--- src/rtl/pipes.sv ---
// Shared types and constants for the front-end pipeline stages.
package pipes;

    localparam int XLEN = 64;

    localparam logic [XLEN-1:0] PC_RESET_DEFAULT = 64'h8000_0000;
    localparam logic [31:0]     INSTR_NOP        = 32'h0000_0013;

    typedef enum logic [1:0] {
        REQ        = 2'd0,
        HOLD       = 2'd1,
        DISCARD    = 2'd2,
        WAIT_REDIR = 2'd3
    } fetch_state_t;

    // Packet handed to the IF/ID register.
    typedef struct packed {
        logic            valid;
        logic [XLEN-1:0] pc;
        logic [31:0]     instr;
        logic            misalign;
    } fetch_out_t;

    function automatic fetch_out_t make_pkt(input logic [XLEN-1:0] pc,
                                            input logic [31:0] instr,
                                            input logic misalign);
        fetch_out_t p;
        p.valid    = 1'b1;
        p.pc       = pc;
        p.instr    = instr;
        p.misalign = misalign;
        return p;
    endfunction

endpackage

--- src/rtl/fetch_stage_if.sv ---
// Instruction bus: one outstanding request, completion signalled by data_ok.
interface fetch_stage_if;
    logic                   ireq_valid;
    logic [pipes::XLEN-1:0] ireq_addr;
    logic                   iresp_data_ok;
    logic [31:0]            iresp_data;

    modport master (
        output ireq_valid,
        output ireq_addr,
        input  iresp_data_ok,
        input  iresp_data
    );

    modport slave (
        input  ireq_valid,
        input  ireq_addr,
        output iresp_data_ok,
        output iresp_data
    );
endinterface

--- src/rtl/fetch_stage.sv ---
// Instruction-fetch stage: owns the PC, issues single-outstanding bus
// requests and presents {pc, instr} to the IF/ID register.
//
// state      | meaning
// -----------+---------------------------------------------------------
// REQ        | request at pc on the bus (or misaligned pc: NOP packet)
// HOLD       | response captured while downstream stalled; replay it
// DISCARD    | redirected with a request in flight; drain and drop it
// WAIT_REDIR | misaligned packet consumed; idle until a redirect
module fetch_stage
    import pipes::*;
#(
    parameter logic [XLEN-1:0] PC_RESET = PC_RESET_DEFAULT
) (
    input  logic            clk,
    input  logic            reset,
    input  logic            en,
    input  logic            redirect_valid,
    input  logic [XLEN-1:0] redirect_pc,
    fetch_stage_if.master   ibus,
    output fetch_out_t      out
);

    fetch_state_t    r_state;
    logic [XLEN-1:0] r_pc;
    logic [31:0]     r_hold_instr;
    // Address of the abandoned request, kept so the bus sees a stable
    // address while r_pc already tracks the newest redirect target.
    logic [XLEN-1:0] r_disc_addr;

    fetch_state_t    w_state_nxt;
    logic [XLEN-1:0] w_pc_nxt;
    logic [31:0]     w_hold_nxt;
    logic [XLEN-1:0] w_disc_nxt;
    logic            w_req_valid;
    logic [XLEN-1:0] w_req_addr;
    fetch_out_t      w_out;
    logic [XLEN-1:0] w_pc_inc;

    assign w_pc_inc = r_pc + XLEN'(4);

    // State and PC registers; reset abandons any in-flight request.
    always_ff @(posedge clk or negedge reset) begin
        if (!reset) begin
            r_state      <= REQ;
            r_pc         <= PC_RESET;
            r_hold_instr <= '0;
            r_disc_addr  <= '0;
        end else begin
            r_state      <= w_state_nxt;
            r_pc         <= w_pc_nxt;
            r_hold_instr <= w_hold_nxt;
            r_disc_addr  <= w_disc_nxt;
        end
    end

    // Next-state, bus request and output packet; redirect wins everywhere.
    always_comb begin
        w_state_nxt = r_state;
        w_pc_nxt    = r_pc;
        w_hold_nxt  = r_hold_instr;
        w_disc_nxt  = r_disc_addr;
        w_req_valid = 1'b0;
        w_req_addr  = r_pc;
        w_out       = '0;

        unique case (r_state)
            REQ: begin
                if (r_pc[1:0] == 2'b00) begin
                    w_req_valid = 1'b1;
                    if (redirect_valid) begin
                        w_pc_nxt = redirect_pc;
                        if (!ibus.iresp_data_ok) begin
                            w_disc_nxt  = r_pc;
                            w_state_nxt = DISCARD;
                        end
                    end else if (ibus.iresp_data_ok) begin
                        if (en) begin
                            w_out    = make_pkt(r_pc, ibus.iresp_data, 1'b0);
                            w_pc_nxt = w_pc_inc;
                        end else begin
                            w_hold_nxt  = ibus.iresp_data;
                            w_state_nxt = HOLD;
                        end
                    end
                end else begin
                    if (redirect_valid) begin
                        w_pc_nxt = redirect_pc;
                    end else begin
                        w_out = make_pkt(r_pc, INSTR_NOP, 1'b1);
                        if (en) begin
                            w_state_nxt = WAIT_REDIR;
                        end
                    end
                end
            end
            HOLD: begin
                if (redirect_valid) begin
                    w_pc_nxt    = redirect_pc;
                    w_state_nxt = REQ;
                end else begin
                    w_out = make_pkt(r_pc, r_hold_instr, 1'b0);
                    if (en) begin
                        w_pc_nxt    = w_pc_inc;
                        w_state_nxt = REQ;
                    end
                end
            end
            DISCARD: begin
                w_req_valid = 1'b1;
                w_req_addr  = r_disc_addr;
                if (redirect_valid) begin
                    w_pc_nxt = redirect_pc;
                end
                if (ibus.iresp_data_ok) begin
                    w_state_nxt = REQ;
                end
            end
            WAIT_REDIR: begin
                if (redirect_valid) begin
                    w_pc_nxt    = redirect_pc;
                    w_state_nxt = REQ;
                end
            end
            default: begin
                w_state_nxt = REQ;
            end
        endcase
    end

    // Outputs are forced quiet for the whole time reset is held.
    assign ibus.ireq_valid = w_req_valid & reset;
    assign ibus.ireq_addr  = w_req_addr;
    assign out             = reset ? w_out : '0;

endmodule

--- src/flat_wrapper.sv ---
// flat-port wrapper written by rule: the top's interface ports become plain ports
module fetch_stage_flat import pipes::*;
#(
    parameter logic [XLEN-1:0] PC_RESET = PC_RESET_DEFAULT
)
  (clk, reset, en, redirect_valid, redirect_pc, out, ibus_ireq_valid, ibus_ireq_addr, ibus_iresp_data_ok, ibus_iresp_data);
  fetch_stage_if ibus_i ();
  input  logic clk;
  input  logic reset;
  input  logic en;
  input  logic redirect_valid;
  input  logic [XLEN-1:0] redirect_pc;
  output fetch_out_t out;
  output wire logic [$bits(ibus_i.ireq_valid)-1:0] ibus_ireq_valid;
  output wire logic [$bits(ibus_i.ireq_addr)-1:0] ibus_ireq_addr;
  input wire logic [$bits(ibus_i.iresp_data_ok)-1:0] ibus_iresp_data_ok;
  input wire logic [$bits(ibus_i.iresp_data)-1:0] ibus_iresp_data;
  assign ibus_ireq_valid = ibus_i.ireq_valid;
  assign ibus_ireq_addr = ibus_i.ireq_addr;
  assign ibus_i.iresp_data_ok = ibus_iresp_data_ok;
  assign ibus_i.iresp_data = ibus_iresp_data;
  fetch_stage #(.PC_RESET(PC_RESET)) u_core (.clk(clk), .reset(reset), .en(en), .redirect_valid(redirect_valid), .redirect_pc(redirect_pc), .ibus(ibus_i), .out(out));
endmodule
--- config.mk ---
export PLATFORM = sky130hd
export DESIGN_NAME = fetch_stage_flat
export DESIGN_NICKNAME = d
export VERILOG_FILES = /design/src/rtl/pipes.sv /design/src/rtl/fetch_stage_if.sv /design/src/rtl/fetch_stage.sv /design/src/flat_wrapper.sv
export SDC_FILE = /design/constraint.sdc
export NUM_CORES = 1
export LEC_CHECK = 0
export CAP_MARGIN = 30
export CELL_PAD_IN_SITES_DETAIL_PLACEMENT = 0
export CELL_PAD_IN_SITES_GLOBAL_PLACEMENT = 2
export CORE_UTILIZATION = 32
export DETAILED_ROUTE_END_ITERATION = 8
export PLACE_DENSITY = 0.85
export SLEW_MARGIN = 20
export SYNTH_ARGS = -nofsm -noshare
export SYNTH_HDL_FRONTEND = slang
export SYNTH_SLANG_ARGS = --single-unit
--- constraint.sdc ---
create_clock -name clk -period 4.47 [get_ports clk]
set_input_delay 0.6705 -clock clk [delete_from_list [all_inputs] [get_ports clk]]
set_output_delay 0.6705 -clock clk [all_outputs]
set_load 0.005 [all_outputs]
== After elaboration in Yosys (flattened, before gate mapping) ==
Cells that the tools add are included.
Storage, ports and cells
  register bits: 162
  input bits: 101
  output and inout port bits: 163
Cells by class
  bitwise logic cells: 4
  $add $sub $neg: 1
  mux-type cells: 30
  reductions and logical operators: 6
  eq/ne operators: 11
Operators by type and width (count)
  2-to-1 mux 98 bit: 7
  2-to-1 mux 64 bit: 7
  one-hot mux 98 bit (2 select lines): 1
  one-hot mux 64 bit (3 select lines): 1
  adder 64 x 3 -> 64 bit (second input constant): 1
  2-to-1 mux 2 bit: 11
  != test 4 bit (second input constant): 2
  one-hot mux 2 bit (4 select lines): 1
  AND reduction 8 bit: 1
  != test 3 x 2 -> 1 bit (second input constant): 2
  != test 3 bit (second input constant): 2
  AND reduction 5 bit: 1
  == test 2 bit (second input constant): 2
  zero test 2 bit: 2
  != test 2 bit (second input constant): 2
  AND reduction 4 bit: 1
  NOT 1 bit: 3
  == test 2 x 1 -> 1 bit (second input constant): 1
  one-hot mux 1 bit (2 select lines): 1
  OR reduction 2 bit: 1
  AND 1 bit: 1
  2-to-1 mux 1 bit: 1

== Longest topological paths before layout ==
Gate-level depths: netlist of run 1.
  depth after elaboration: 6
  gate-level depth with buffers: 9
  mapped depth without buffers: 7

== Worst setup path before layout of run 1 ==
OpenSTA, ideal clock, no wires.
  kind: input to output
  start point: input port ibus_iresp_data_ok
  end point: output port out[23] (netlist bit)
  stages: 7
  arrival time: 2.140 ns
  path slack: 1.660 ns
  cell sequence: clkbuf_1 nand2_1 nor4_1 clkbuf_1 clkbuf_1 a22oi_1 nor2_1
RTL lines
  start: declaration: line flat_wrapper.sv:16  | input wire logic [$bits(ibus_i.iresp_data_ok)-1:0] ibus_iresp_data_ok;
  end: declaration: line flat_wrapper.sv:13  | output fetch_out_t out;

==> metrics.md, run 1 <==
| Metric | Value |
|---|---|
| Endpoints failing setup | 0 |
| FF+latch count, synth | 162 |
| DR pass1 iterations | 5 |
| Synth area leader | dfrtp_1 |
| Area Growth Syn to Fin | 38.5% |
| Syn_area_per_cell | 10.0 µm² |
| Worst EP required | 3.80 ns |
| Worst Setup End Kind | primary output |
| Largest net degree at the start of global routing | 67 |
| Netlist Area Pre-Place | 9370 µm² |
| Core Region | around 29000 µm² |
| P_leak | a little over 0.005 µW |
| Reported max-cap violation count | 0 |
| Syn Nets | 1038 |
| PwrDens | 407 nW/µm² |
| Worst-Margin Slew | 0.856 ns |
| Avg WL per Cell | 19.0 µm |
| Period utilization | 82.1% |
| Slew margin rel. | between 40 and 50% |
| Unique masters post-synth | 55 |
| Vias in the first global route | 8010 |
| Worst-skew pair later-pin latency | 0.42 ns |
| Dominant register cell in the synthesized netlist | dfrtp_1 |
| Critical Path Fanout Max | 29 |
| CTS max path bufs | 2 |
| Area occupied by multi-input gates | 5000 µm² |
| Fill count | approximately 2800 |
| Crit-path cells | clkdlybuf4s50_1, nand2_1, nor4_2, buf_4, a22oi_1, nor2_1, clkdlybuf4s50_1 |
| Setup_tns | 0 ns |
| CTS root buf | clkbuf_16 |
| Busiest grt layer | met2 |
| CTS H-tree depth | 4 |
| Final HPWL DP | 21.0 mm |
| Met1 layer usage reported by global route | 28.0% |
| I/O Pins | 264 |
| Via density | 5.06 |
| Fin crit period | 3.67 ns |
| Met3 track demand over resource | 3.69% |
| Num rows | 62 |
| Sequential fraction of the synthesis area | a little over two fifths |
| CP max-delay cell | clkdlybuf4s50_1 |
| GR Overflow Total | 0 |
| Clk sink count | 162 |
| Reg2Reg Launch Point | u_core.r_pc[15] |
| Post-CTS Resized | 0 |
| Setup Skew | approximately 0.011 ns |
| Synthesis Warnings | 0 |
| Layout cells sized above 1 | between 20% and 30% |
| Final ANT Viol Nets | 0 |
| Ys async rst share | between 90% and 100% |
| Clock-pin transition on the worst setup and hold timing paths | approximately 0.070 ns |
| Initial drt markers | 444 |
| # Post-CTS Setup Buffers | 0 |
| Synth area leaders | dfrtp_1 43%, mux2_2 19%, and2_1 4.5%, a22oi_1 3.4%, nand2_1 2.8% |
| CP dominant cell by count | clkdlybuf4s50_1 |
| Final nets | 1266 |
| Delay-heaviest family, CP | buffers and inverters |
| Drt total wl | 29.7 mm |
| Chip Height | 173 µm |
| First-pass GRT wire length | about 47 mm |
| Initial Utilization | 32.5% |
| Total Routing Usage GR | between 20% and 30% |
| CTS tree | built |
| Worst Setup SP | ibus_iresp_data_ok |
| Mapped Cells | 935 |
| Storage cell area | 4060 µm² |
| Max Slew Vio Count | 0 |
| Post-synth EDFFs | 0 |
| Hold Fails Final Rpt | 0 |
| # DRC | 0 |
| Worst stage delay on the critical path | 0.75 ns |
| IO Port Bufs | 263 |
| Commonest non-fill, non-tap cells in the layout | 261 x clkdlybuf4s50_1, 162 x mux2_2, 161 x dfrtp_1, 70 x nand2_1, 67 x and2_1 |
| Fraction of synthesized cell area taken by the top area cell type | a little over two fifths |
| Hold_buf cts | 0 |
| M2 GR Usage | a little under a third |
| Die W | 173 µm |
| Vias | 7910 |
| RSZ-0062 raised after global routing | no |
| FMAX | 0.273 GHz |
| Arr. time, crit path | 3.00 ns |
| Initial antenna violation count | 4 |
| Commonest non-fill, non-tap cell in the layout | clkdlybuf4s50_1 |
| Status | finished, final reports clean |
| CP bufs+invs | 3 |
| Placer Congestion | 0.766 |
| Type of origin of the critical path | input pin |
| Peak VDD IR | between 150 and 200 µV |
| Final Util | a little under half |
| Crit Path Class | input pin to primary output |
| Cts bufs inserted | 17 |
| Die ar. | 30000 µm² |
| Min-Delay Path Class | input pin to asynchronous set/reset pin |
[registers in the layout (all words and copies together), names as in the netlist]
name	count
u_core.r_disc_addr	64
u_core.r_state	2
u_core.r_hold_instr	32
u_core.r_pc	64
[final cells by class]
cell class	instances	area share, %
Tap cell	384	3.70
Clock buffer	17	3.28
Timing Repair Buffer	283	21.7
Inverter	11	0.318
Clock inverter	15	1.17
Sequential cell	162	31.2
Multi-Input combinational cell	688	38.5
Antenna cell	4	0.0771
[metal layers]
metal | vias to the layer above | part of all wire, %
li1 | 3826 | -
met1 | 3852 | 47
met2 | 208 | 46
met3 | 24 | 5.2
met4 | 0 | 1.6
met5 | - | 0
[synth_stat cells (8+ instances only)]
cell type and n:
a21oi_1 21, a22oi_1 43, and2_1 67, and3_1 14, buf_1 8, buf_2 13
clkbuf_1 50, dfrtp_1 161, inv_1 11, mux2_2 162, nand2_1 70, nand3_1 34
nand4_1 21, nor2_1 59, nor3_1 16, nor4_1 13, o21ai_0 51, o22ai_1 8
xnor2_1 20, xor2_1 17
[report_power, final]
| group | internal, µW | switching [µW] | leakage, µW |
|---|---|---|---|
| clock network | 784 | 685 | 0.000275 |
| logic | 991 | 581 | 0.00284 |
| registers | 1920 | 324 | 0.00197 |
[cells by family after synthesis]
kind of cell             synth area share [%]
AO/OA/AOI/OAI                            10.1
XOR/XNOR                                 3.46
adder cells (fa/ha/maj)                 0.267
buffers and inverters                    3.70
flip-flops                               43.3
multiplexers                             20.1
AND/OR/NAND/NOR                          19.1
[metrics by stage]
| step | power [µW] | hold slack [ns] | instances | instance area [µm²] | setup slack, ns |
|---|---|---|---|---|---|
| CTS | 5340 | 0.486 | 1558 | 12900 | 0.771 |
| detailed placement | 3850 | 0.471 | 1526 | 12400 | 0.793 |
| global placement | 3820 | 0.463 | 1525 | 12300 | 0.894 |
| global route | 5590 | 0.501 | 1564 | 13000 | 0.595 |
| floorplan | 3060 | 0.375 | 935 | 9370 | 1.66 |
| finish | 5290 | 0.446 | 1564 | 13000 | 0.800 |
[final timing paths]
path / end / slack, ns / cells after the start
max: out[10] / 0.80 / 7
max in group asynchronous: u_core.r_hold_instr[11] / 2.79 / 3
max reg2reg: u_core.r_pc[41] / 1.76 / 6
min in group clk: u_core.r_disc_addr[41] / 0.48 / 2
min reg2reg: u_core.r_disc_addr[41] / 0.48 / 2
min: u_core.r_pc[34] / 0.45 / 2
(Power assumes the default switching activity.)
==> inputs of run 2 (changes only) <==
Settings changed: CORE_UTILIZATION 32 to 27, PLACE_DENSITY 0.85 to 0.76.
Clock period 4.47 ns to 3.3 ns, I/O delays scaled along.
==> run 2 against run 1 <==
Against the previous run: largest cell class unchanged; total power up 38%; sequential power increased by 35%; setup slack got worse by 0.60 ns; register-to-register slack lost 1.1 ns; via count grew 1.9%; count of clock-buffer cells in the layout is 1 higher.
==> metrics.md, run 2 (synthesis results as in run 1) <==
| Metric | Value |
|---|---|
| Arr. time, crit path | 2.60 ns (-0.40 ns) |
| Final nets | 1292 (+2.1%) |
| Reported max-cap violation count | 0 (unchanged) |
| FMAX | approximately 0.32 GHz |
| RR Endpoint | u_core.r_pc[43] |
| # Post-CTS Setup Buffers | 0 (unchanged) |
| Final Util | 39.2% (-5.9 points) |
| Worst Setup SP | u_core.r_state[1] |
| WP depth | 6 (-1) |
| First-pass GRT wire length | 49.3 mm (+5.2%) |
| Post-CTS Resized | 0 (unchanged) |
| Crit-path cells | nand2b_1, nand2b_1, a21oi_4, buf_4, and2_1, clkdlybuf4s50_1 |
| Worst stage delay on the critical path | 0.55 ns (-0.20 ns) |
| Layout cells sized above 1 | 21.7% (+1.6 points) |
| Die ar. | 35400 µm² (+18%) |
| CTS root buf | clkbuf_16 |
| Final HPWL DP | 22.7 mm (+8.0%) |
| Storage cell area | 4060 µm² (unchanged) |
| Hold Fails Final Rpt | 0 (unchanged) |
| PwrDens | 550 nW/µm² (+35%) |
| RSZ-0062 raised after global routing | no |
| # DRC | 0 (unchanged) |
| Worst-Margin Slew | 0.796 ns (-0.0603 ns) |
| Min-Delay Path Class | input pin to asynchronous set/reset pin |
| Cell depth of the worst flop-to-flop path | 7 (+1) |
| Area occupied by multi-input gates | 5000 µm² (unchanged) |
| Worst EP required | 2.80 ns (-1.00 ns) |
| Period utilization | 93.8% |
| Vias | 8057 (+1.9%) |
| Total Routing Usage GR | 18.1% (-2.0 points) |
| Setup Skew | 0.0160 ns (+0.00552 ns) |
| Hold_buf cts | 0 (unchanged) |
| Critical Path Fanout Max | 27 (-6.9%) |
| Chip Height | 188 µm (+8.8%) |
| Endpoints failing setup | 0 (unchanged) |
| Delay-heaviest family, CP | buffers and inverters |
| CTS H-tree depth | 4 (unchanged) |
| Placed insts | 1617 (+6.0%) |
| Commonest non-fill, non-tap cell in the layout | clkdlybuf4s50_1 |
| Worst-skew pair later-pin latency | 0.44 ns (+0.02 ns) |
| Commonest non-fill, non-tap cells in the layout | 261 x clkdlybuf4s50_1, 162 x mux2_2, 161 x dfrtp_1, 70 x nand2_1, 67 x and2_1 |
| Placer Congestion | 0.771 (+0.72%) |
| Max Slew Vio Count | 0 (unchanged) |
| Initial antenna violation count | 3 (-1) |
| CP endpoint | out[65] |
| Area Growth Syn to Fin | 41.9% |
| I/O Pins | 264 (unchanged) |
| IO Port Bufs | 263 (unchanged) |
| Post-DP Area | 12700 µm² (+2.5%) |
| Die W | 188 µm (+8.8%) |
| Drt total wl | 31.5 mm (+6.1%) |
| CTS tree | built |
| Status | finished, final reports clean |
| Cts bufs inserted | 17 (unchanged) |
| Initial drt markers | 434 (-2.3%) |
| Final instance area | 13300 µm² (+2.4%) |
| Slew margin rel. | 46.9% (+4.0 points) |
| Clk sink count | 162 (unchanged) |
| Crit Path Class | flip-flop to primary output |
| Reg2Reg Setup Slack | 0.64 ns (-1.12 ns) |
| Setup_tns | 0 ns (unchanged) |
| P_leak | 0.00523 µW (+2.9%) |
| Worst Setup End Kind | primary output |
| Fin cells | 1649 (+5.4%) |
| Num rows | 67 (+8.1%) |
| Peak VDD IR | 360 µV (+93%) |
| Via density | 4.89 (-3.4%) |
| Vias in the first global route | 8090 (+1.0%) |
| Initial Utilization | 27.7% (-4.9 points) |
| Final ANT Viol Nets | 0 (unchanged) |
| DR pass1 iterations | 6 (+1) |
| Reg2Reg Launch Point | u_core.r_pc[9] |
| Avg WL per Cell | 19.1 µm (+0.58%) |
| CTS max path bufs | 2 (unchanged) |
| Type of origin of the critical path | flip-flop |
| Core Region | 33900 µm² (+18%) |
| CP dominant cell by count | nand2b_1 |
| Clock-pin transition on the worst setup and hold timing paths | 0.07 ns (about the same) |
| Fin crit period | 3.10 ns |
| GR Overflow Total | 0 (unchanged) |
| Biggest regs | u_core.r_disc_addr: 64 flops, u_core.r_pc: 64 flops, u_core.r_hold_instr: 32 flops |
| Fill count | 3447 (+24%) |
| Largest net degree at the start of global routing | 67 (unchanged) |
| CP bufs+invs | 2 (-1) |
| CP max-delay cell | dfrtp_1 |
[run 2: worst min-delay path by stage]
stage                      startpoint                      to  cells after the start
6_report                        reset       u_core.r_state[1]                      2
5_1_grt                         reset       u_core.r_state[1]                      2
4_1_cts                         reset         u_core.r_pc[47]                      2
3_5_place_dp    u_core.r_disc_addr[1]   u_core.r_disc_addr[1]                      1
3_3_place_gp   u_core.r_disc_addr[41]  u_core.r_disc_addr[41]                      2
2_1_floorplan                   reset   u_core.r_disc_addr[0]                      0
[run 2: layer usage]
metal	track usage [%]	wire length, µm	up-vias	share of wire [%]
met5	0	25	-	0.079
li1	-	-	3862	-
met1	24.9	14800	3948	47
met3	4.08	1810	26	5.7
met2	28.7	14600	217	46
met4	4.22	345	4	1.1
[run 2: power breakdown]
| part | switching, µW | total, µW | leakage, µW | internal [µW] |
|---|---|---|---|---|
| combinational | 818 | 2200 | 0.00298 | 1380 |
| clock | 891 | 2100 | 0.000289 | 1210 |
| sequential | 416 | 3020 | 0.00197 | 2600 |
| total | 2120 | 7310 | 0.00523 | 5190 |
[run 2: metrics by stage]
stage / worst slack, ns / hold slack, ns / power [µW]
after floorplan: 0.841 / 0.199 / 4140
after global placement: 0.267 / 0.463 / 5240
after detailed placement: 0.243 / 0.471 / 5270
after CTS: 0.147 / 0.298 / 7410
after global routing: 0.0253 / 0.317 / 7760
final: 0.204 / 0.254 / 7310
[run 2: layout make-up]
type	count	area share, %
clock buffer	18	3.30
antenna	1	0.0188
inverter	11	0.311
multi-input combinational	688	37.6
sequential	162	30.5
clock inverter	12	1.17
timing repair buffer	309	22.8
tap	448	4.22
==> inputs of run 3 (changes only) <==
Settings changed: CORE_MARGIN set to 2.
==> run 3 against run 2 <==
Against the previous run: first-iteration DRC count is 18% lower; highest routed layer unchanged; total power is 1.3% lower; largest power group unchanged; via count is 0.57% lower; critical endpoint is now out[74]; critical path type unchanged; critical path depth stayed put; clock power is 4% lower; maximum frequency is 1.5% lower.
==> metrics.md, run 3 (synthesis results as in run 1) <==
| Metric | Value |
|---|---|
| Status | finished, final reports clean |
| Vias | 8011 (-0.57%) |
| CP bufs+invs | 2 (unchanged) |
| Vias in the first global route | 8108 (+0.22%) |
| First-pass GRT wire length | 48.8 mm (-1.1%) |
| Crit-path cells | nand2b_1, nand2b_1, a21oi_4, buf_4, and2_1, clkdlybuf4s50_1 |
| Worst EP required | 2.80 ns (about the same) |
| Cts bufs inserted | 17 (unchanged) |
| Delay-heaviest family, CP | buffers and inverters |
| # Post-CTS Setup Buffers | 0 (unchanged) |
| Crit Path Class | flip-flop to primary output |
| Core Region | 34400 µm² (+1.5%) |
| Initial drt markers | 354 (-18%) |
| FMAX | 0.318 GHz (-1.5%) |
| CP max-delay cell | dfrtp_1 |
| Post-CTS Resized | 0 (unchanged) |
| Peak VDD IR | 321 µV (-11%) |
| Largest net degree at the start of global routing | 113 (+69%) |
| Reported max-cap violation count | 0 (unchanged) |
| Max Slew Vio Count | 0 (unchanged) |
| Fill count | 3483 (+1.0%) |
| Reg2Reg Setup Slack | 0.70 ns (+0.06 ns) |
| P_leak | 0.00518 µW (-0.98%) |
| Layout cells sized above 1 | 21.3% (-0.33 points) |
| IO Port Bufs | 263 (unchanged) |
| CTS max path bufs | 2 (unchanged) |
| Final nets | 1285 (-0.54%) |
| Final ANT Viol Nets | 0 (unchanged) |
| Critical Path Fanout Max | 28 (+3.7%) |
| DR pass1 iterations | 5 (-1) |
| Biggest regs | u_core.r_disc_addr: 64 flops, u_core.r_pc: 64 flops, u_core.r_hold_instr: 32 flops |
| Worst Setup End Kind | primary output |
| Commonest non-fill, non-tap cells in the layout | 261 x clkdlybuf4s50_1, 162 x mux2_2, 161 x dfrtp_1, 70 x nand2_1, 67 x and2_1 |
| Commonest non-fill, non-tap cell in the layout | clkdlybuf4s50_1 |
| Initial Utilization | 27.3% (-0.41 points) |
| Die W | 190 µm (+1.1%) |
| Initial antenna violation count | 2 (-1) |
| Clk sink count | 162 (unchanged) |
| Fin crit period | 3.14 ns (+0.0470 ns) |
| CTS root buf | clkbuf_16 |
| Worst-skew pair later-pin latency | 0.43 ns (about the same) |
| GR Overflow Total | 0 (unchanged) |
| Setup_tns | 0 ns (unchanged) |
| Total Routing Usage GR | 17.6% (-0.48 points) |
| Slew margin rel. | 40.4% (-6.6 points) |
| Worst stage delay on the critical path | 0.57 ns (+0.02 ns) |
| Final worst slack | 0.157 ns (-0.0470 ns) |
| Arr. time, crit path | 2.65 ns (+0.05 ns) |
| Period utilization | 95.3% (+1.4 points) |
| Via density | 4.85 (-0.69%) |
| # DRC | 0 (unchanged) |
| Num rows | 68 (+1.5%) |
| Avg WL per Cell | 19.2 µm (+0.45%) |
| PwrDens | 545 nW/µm² (-0.98%) |
| DP Worst Slack | 0.147 ns (-0.0962 ns) |
| Chip Height | 190 µm (+1.1%) |
| Total power | 7220 µW (-1.3%) |
| Final HPWL DP | 22.2 mm (-2.1%) |
| I/O Pins | 264 (unchanged) |
| Reg2Reg Launch Point | u_core.r_pc[14] |
| CP dominant cell by count | nand2b_1 |
| Placer Congestion | 0.769 (-0.36%) |
| Min-Delay Path Class | input pin to asynchronous set/reset pin |
| Worst-Margin Slew | 0.894 ns (+0.0985 ns) |
| CTS H-tree depth | 4 (unchanged) |
| Endpoints failing setup | 0 (unchanged) |
| RR Endpoint | u_core.r_pc[57] |
| Hold_buf cts | 0 (unchanged) |
| Hold Fails Final Rpt | 0 (unchanged) |
| WHS | 0.271 ns (+0.0166 ns) |
| CTS tree | built |
| Die ar. | 36200 µm² (+2.1%) |
| Area Growth Syn to Fin | 41.4% |
| Type of origin of the critical path | flip-flop |
| Setup Skew | 0.0130 ns (-0.00299 ns) |
| Cell depth of the worst flop-to-flop path | 7 (unchanged) |
| Drt total wl | 31.7 mm (+0.57%) |
| Clock-pin transition on the worst setup and hold timing paths | 0.07 ns (about the same) |
## run 3: cell count changes in the layout (fill, tap and decap cells not counted), moves of 2 or more
cell / previous run / this run
buf_4: 43 / 35
clkinv_2: 3 / 0
clkinv_4: 1 / 4
buf_12: 3 / 5
bufinv_16: 3 / 1
clkbuf_1: 0 / 2
## run 3: final cells by class
class / instances / area [µm²] / area share (%)
Clock inverter: 12 / 123 / 0.926
Tap cell: 455 / 569 / 4.30
Timing Repair Buffer: 302 / 2990 / 22.6
Clock buffer: 20 / 447 / 3.37
Sequential cell: 162 / 4060 / 30.6
Inverter: 11 / 41.3 / 0.312
Antenna cell: 1 / 2.50 / 0.0189
Multi-Input combinational cell: 688 / 5020 / 37.9
## run 3: how the worst max path moves through the flow
stage | slack, ns | cells past startpoint | to | start
floorplan | 0.84 | 7 | out[23] | ibus_iresp_data_ok
global placement | 0.16 | 7 | out[19] | ibus_iresp_data_ok
detailed placement | 0.15 | 7 | out[19] | ibus_iresp_data_ok
CTS | 0.06 | 6 | out[74] | u_core.r_pc[0]
global route | -0.003 | 6 | out[74] | u_core.r_state[1]
finish | 0.16 | 6 | out[74] | u_core.r_state[1]
## run 3: where the power goes
part | switching, µW | internal [µW]
sequential | 418 | 2600
clock | 934 | 1080
combinational | 815 | 1370
total | 2170 | 5050
## run 3: routing by layer
metal | global-route usage, % | wire length (µm) | up-vias
met5 | 0 | 11 | -
met4 | 5.37 | 468 | 2
met3 | 3.88 | 1790 | 24
met2 | 27.4 | 14400 | 210
met1 | 24.4 | 15000 | 3924
li1 | - | - | 3851
## run 3: per-stage QoR
step	cell area (µm²)	cells	utilization (%)
3_5_place_dp	12600	1617	36.8
4_1_cts	13200	1649	38.4
3_3_place_gp	12600	1617	36.8
6_report	13200	1651	38.5
2_1_floorplan	9370	935	-
5_1_grt	13200	1651	38.5
